<file path="config.mk">
export PLATFORM = sky130hd
export DESIGN_NAME = reg_file_sb
export DESIGN_NICKNAME = d
export VERILOG_FILES = /design/src/rtl/reg_file_sb.sv
export SDC_FILE = /design/constraint.sdc
export NUM_CORES = 1
export LEC_CHECK = 0
export CAP_MARGIN = 10
export CORE_ASPECT_RATIO = 0.9
export CORE_MARGIN = 8
export CORE_UTILIZATION = 40
export DETAILED_ROUTE_END_ITERATION = 10
export SLEW_MARGIN = 20
export SYNTH_ARGS = -nofsm -noshare
export SYNTH_HDL_FRONTEND = slang
export SYNTH_SLANG_ARGS = --single-unit
export TNS_END_PERCENT = 10
</file>
<file path="constraint.sdc">
create_clock -name clk -period 3.65 [get_ports clk]
set_clock_uncertainty 0.1 [all_clocks]
set_input_delay 0.365 -clock clk [delete_from_list [all_inputs] [get_ports clk]]
set_output_delay 0.365 -clock clk [all_outputs]
set_load 0.02 [all_outputs]
</file>
<file path="src/rtl/reg_file_sb.sv">
// Register file with two write ports (A: ALU, B: load return), two combinational read ports,
// and a per-register load-pending scoreboard with a registered busy count.
module reg_file_sb #(
  parameter int DATA_W   = 16,
  parameter int ADDR_W   = 3,
  parameter int ZERO_REG = 1,
  parameter int RST_MODE = 1,
  parameter int BYPASS   = 1
) (
  input  logic              clk,
  input  logic              rst,
  input  logic [ADDR_W-1:0] rd_addr_1,
  output logic [DATA_W-1:0] rd_data_1,
  output logic              rd_busy_1,
  input  logic [ADDR_W-1:0] rd_addr_2,
  output logic [DATA_W-1:0] rd_data_2,
  output logic              rd_busy_2,
  input  logic              wa_en,
  input  logic [ADDR_W-1:0] wa_dest,
  input  logic [DATA_W-1:0] wa_data,
  input  logic              wb_en,
  input  logic [ADDR_W-1:0] wb_dest,
  input  logic [DATA_W-1:0] wb_data,
  input  logic              iss_en,
  input  logic [ADDR_W-1:0] iss_dest,
  output logic [ADDR_W:0]   busy_cnt
);
  localparam int NUM_REGS = 2**ADDR_W;

  logic [NUM_REGS-1:0][DATA_W-1:0] regs;
  logic [NUM_REGS-1:0]             busy, wr_a, wr_b, set_vec, clr_vec;
  logic                            inc, dec;

  function automatic logic [DATA_W-1:0] rst_val(input int i);
    return (RST_MODE == 1 && !(ZERO_REG != 0 && i == 0)) ? DATA_W'(i) : '0;
  endfunction

  // One-hot decode of every write/issue/clear; register 0 is masked out when hardwired.
  for (genvar i = 0; i < NUM_REGS; i++) begin : g_dec
    localparam bit LIVE = !(ZERO_REG != 0 && i == 0);
    assign wr_a[i]    = LIVE && wa_en  && wa_dest  == ADDR_W'(i);
    assign wr_b[i]    = LIVE && wb_en  && wb_dest  == ADDR_W'(i);
    assign set_vec[i] = LIVE && iss_en && iss_dest == ADDR_W'(i);
    assign clr_vec[i] = wb_en && wb_dest == ADDR_W'(i);
  end

  // Count moves only on real busy transitions; a set+clear on one reg nets to "stay busy".
  assign inc = |(set_vec & ~busy);
  assign dec = |(clr_vec & busy & ~set_vec);

  always_ff @(posedge clk or posedge rst) begin
    if (rst) begin
      for (int i = 0; i < NUM_REGS; i++) regs[i] <= rst_val(i);
      busy     <= '0;
      busy_cnt <= '0;
    end else begin
      for (int i = 0; i < NUM_REGS; i++) begin
        if (wr_b[i])      regs[i] <= wb_data;
        else if (wr_a[i]) regs[i] <= wa_data;
      end
      busy     <= set_vec | (busy & ~clr_vec);
      busy_cnt <= busy_cnt + (ADDR_W+1)'(inc) - (ADDR_W+1)'(dec);
    end
  end

  logic [1:0][ADDR_W-1:0] ra;
  logic [1:0][DATA_W-1:0] rdat;
  logic [1:0]             rbsy;

  assign ra = {rd_addr_2, rd_addr_1};

  always_comb begin
    rdat = '0;
    rbsy = '0;
    for (int p = 0; p < 2; p++) begin
      rdat[p] = regs[ra[p]];
      rbsy[p] = busy[ra[p]];
      if (BYPASS != 0) begin
        if (wr_a[ra[p]]) rdat[p] = wa_data;
        if (wr_b[ra[p]]) rdat[p] = wb_data;
        if (clr_vec[ra[p]] && !set_vec[ra[p]]) rbsy[p] = 1'b0;
      end
      if (ZERO_REG != 0 && ra[p] == '0) begin
        rdat[p] = '0;
        rbsy[p] = 1'b0;
      end
    end
  end

  assign rd_data_1 = rdat[0];
  assign rd_busy_1 = rbsy[0];
  assign rd_data_2 = rdat[1];
  assign rd_busy_2 = rbsy[1];
endmodule

</file>
==> impl_metrics.json <==
{
  "met1_usage": 0.279,
  "rows": 52,
  "regArea_sq_um": 3120,
  "synth_area_leader_cell": "dfrtp_1",
  "grt_util_all_layers": 0.214,
  "syn2layout_area_growth_pct": 21.6,
  "setup_viol": 0,
  "drive_above_1_share": 0.180,
  "synth_most_common_cell": "mux2i_1",
  "hold_buffers": 0,
  "grt_max_degree": 77,
  "dr.first_iter.drc_count": 594,
  "gr-usage-met3": 0.0331,
  "cp-end-kind": "output pin",
  "final_antenna_net_count": 0,
  "cts_tree": "done",
  "io_pins": 90,
  "cp_data_required_time_ns": 3.18,
  "ys_ff_latch": 124,
  "yosysSeqAreaShare": 0.347,
  "post_cts_buffers": 0,
  "clock_path_buffers": 2,
  "powerDensity_nw_per_um2": 514,
  "drc": 0,
  "final_net_count": 1068,
  "worstSetupPathType": "input pin to output pin",
  "vias_per_cell": 5.80,
  "yosysWarnings": 0,
  "min_path_type": "input pin to async pin",
  "syn_nets": 1017,
  "synth_top_area_share": 0.312,
  "core_sq_um": 22300,
  "clkLatencyLatePin_ns": 0.42,
  "status": "completed",
  "ir_worst_vdd_mv": 0.305,
  "tightest_slew_ns": 0.536,
  "yosys-top-cells-count": "mux2i_1, dfrtp_1, nand2_1, a21oi_1, o21ai_0",
  "startpoint_type": "input pin",
  "synth_edf_count": 0,
  "grt-busiest-layer": "met2",
  "fin_tns_setup_ns": 0,
  "multi_input_area_sq_um": 5300,
  "synthTopCellsByArea": "dfrtp_1, mux2i_1, mux4_2",
  "post-route-min-period_ns": 3.48,
  "cp.arrival_ns": 3.02,
  "cts_resized": 0,
  "die-area_sq_um": 27500,
  "worst-path-max-fanout": 16,
  "antenna_found_initial": 1,
  "finalWorstSetupSlack_ns": 0.167,
  "path_clk_slew_ns": 0.06,
  "slew-limit-headroom": 0.638,
  "antenna_cells": 0,
  "total_leakage_power_nw": 4.56,
  "post-place-ws_ns": 0.191,
  "dpl.hpwl_um": 19300,
  "start_util": 0.404,
  "synthArstFlopShare": 1.00,
  "synth_cell_type_count": 56,
  "syn_inst": 960,
  "finalPower_mw": 5.62,
  "wl_um": 29100,
  "portBuffers": 89,
  "cts_buffers": 17,
  "cts_sinks": 124,
  "vias": 7662,
  "finalMaxSlewViolations": 0,
  "synth_ff_type": "dfrtp_1",
  "holdWs_ns": 0.209,
  "grt_pass1_wl_um": 45700,
  "fmax_mhz": 287,
  "hold_viol_final": 0,
  "wl_per_cell_um": 22.0,
  "maxCapViolations": 0,
  "htree_levels": 4,
  "fp.dieW_um": 174,
  "place.gp.congestion": 0.831,
  "root_buffer": "clkbuf_16",
  "grt-ovfl-total": 0,
  "grt_pass1_vias": 7557,
  "dieHeight_um": 158,
  "finalCritPeriodShare": 0.954,
  "grt_setup_unrepaired": "no",
  "fill_cells": 2105,
  "use_met2": 0.359,
  "drtPass1Iterations": 7,
  "synth_area_sq_um": 8980,
  "avgSynthCellArea_sq_um": 9.36
}
[worst max-delay path, cell delays in order]
cell and delay (ns):
clkdlybuf4s50_1 0.58, and4bb_1 0.29, and4bb_1 0.22, a21o_1 0.18, buf_12 0.17, mux2i_1 0.13
o2bb2ai_1 0.37, clkdlybuf4s50_1 0.70
[path summary, 6_finish.rpt]
check	startpoint	end	slack (ns)	cells past startpoint
max	wa_dest[1]	rd_data_1[11]	0.17	8
min	rst	regs[95]	0.21	2
max reg2reg	busy[7]	busy_cnt[2]	1.34	8
min reg2reg	busy[0]	busy[0]	0.40	1
max in group asynchronous	rst	regs[114]	2.41	3
min in group clk	busy[0]	busy[0]	0.40	1
[area by class of cell]
type,instances,share of cell area
Inverter,26,0.00928
Timing Repair Buffer,147,0.126
Tap cell,297,0.0340
Clock buffer,19,0.0405
Multi-Input combinational cell,695,0.485
Sequential cell,124,0.285
Clock inverter,13,0.0196
[logic make-up after synthesis]
group | synth area share
multiplexers | 0.287
AND/OR/NAND/NOR | 0.112
buffers and inverters | 0.0684
XOR/XNOR | 0.0127
flip-flops | 0.347
adder cells (fa/ha/maj) | 0.00780
AO/OA/AOI/OAI | 0.166
[stage by stage]
stage | instance area [sq um] | util | std cells
after floorplan | 8990 | - | 960
after global placement | 10300 | 0.462 | 1289
after detailed placement | 10300 | 0.462 | 1289
after CTS | 10900 | 0.491 | 1321
after global routing | 10900 | 0.491 | 1321
final | 10900 | 0.491 | 1321
[flip-flops by register name, summed over array words and instances, names as in the netlist]
register  cells
busy          8
busy_cnt      4
regs        112
[power by group]
part	switching [mW]	leakage (nW)	internal (mW)	total (mW)
sequential	0.255	1.44	1.72	1.97
clock	0.669	0.315	1.24	1.91
combinational	0.858	2.81	0.883	1.74
total	1.78	4.56	3.84	5.62
[placed cells by master, fill, tap and decap left out, types with 25 or more instances in the layout]
master,instances
mux2i_1,142
dfrtp_1,112
nand2_1,100
clkdlybuf4s50_1,85
a21oi_1,83
o21ai_0,80
nor2_1,68
buf_4,52
mux2_2,35
mux4_2,33
inv_1,25
[routing by layer]
metal	vias to the layer above	routed length (um)
met5	-	10
met1	3785	12600
met2	260	14200
met3	53	1630
li1	3562	-
met4	2	664
Note: power is estimated with default switching activity, not from simulation.
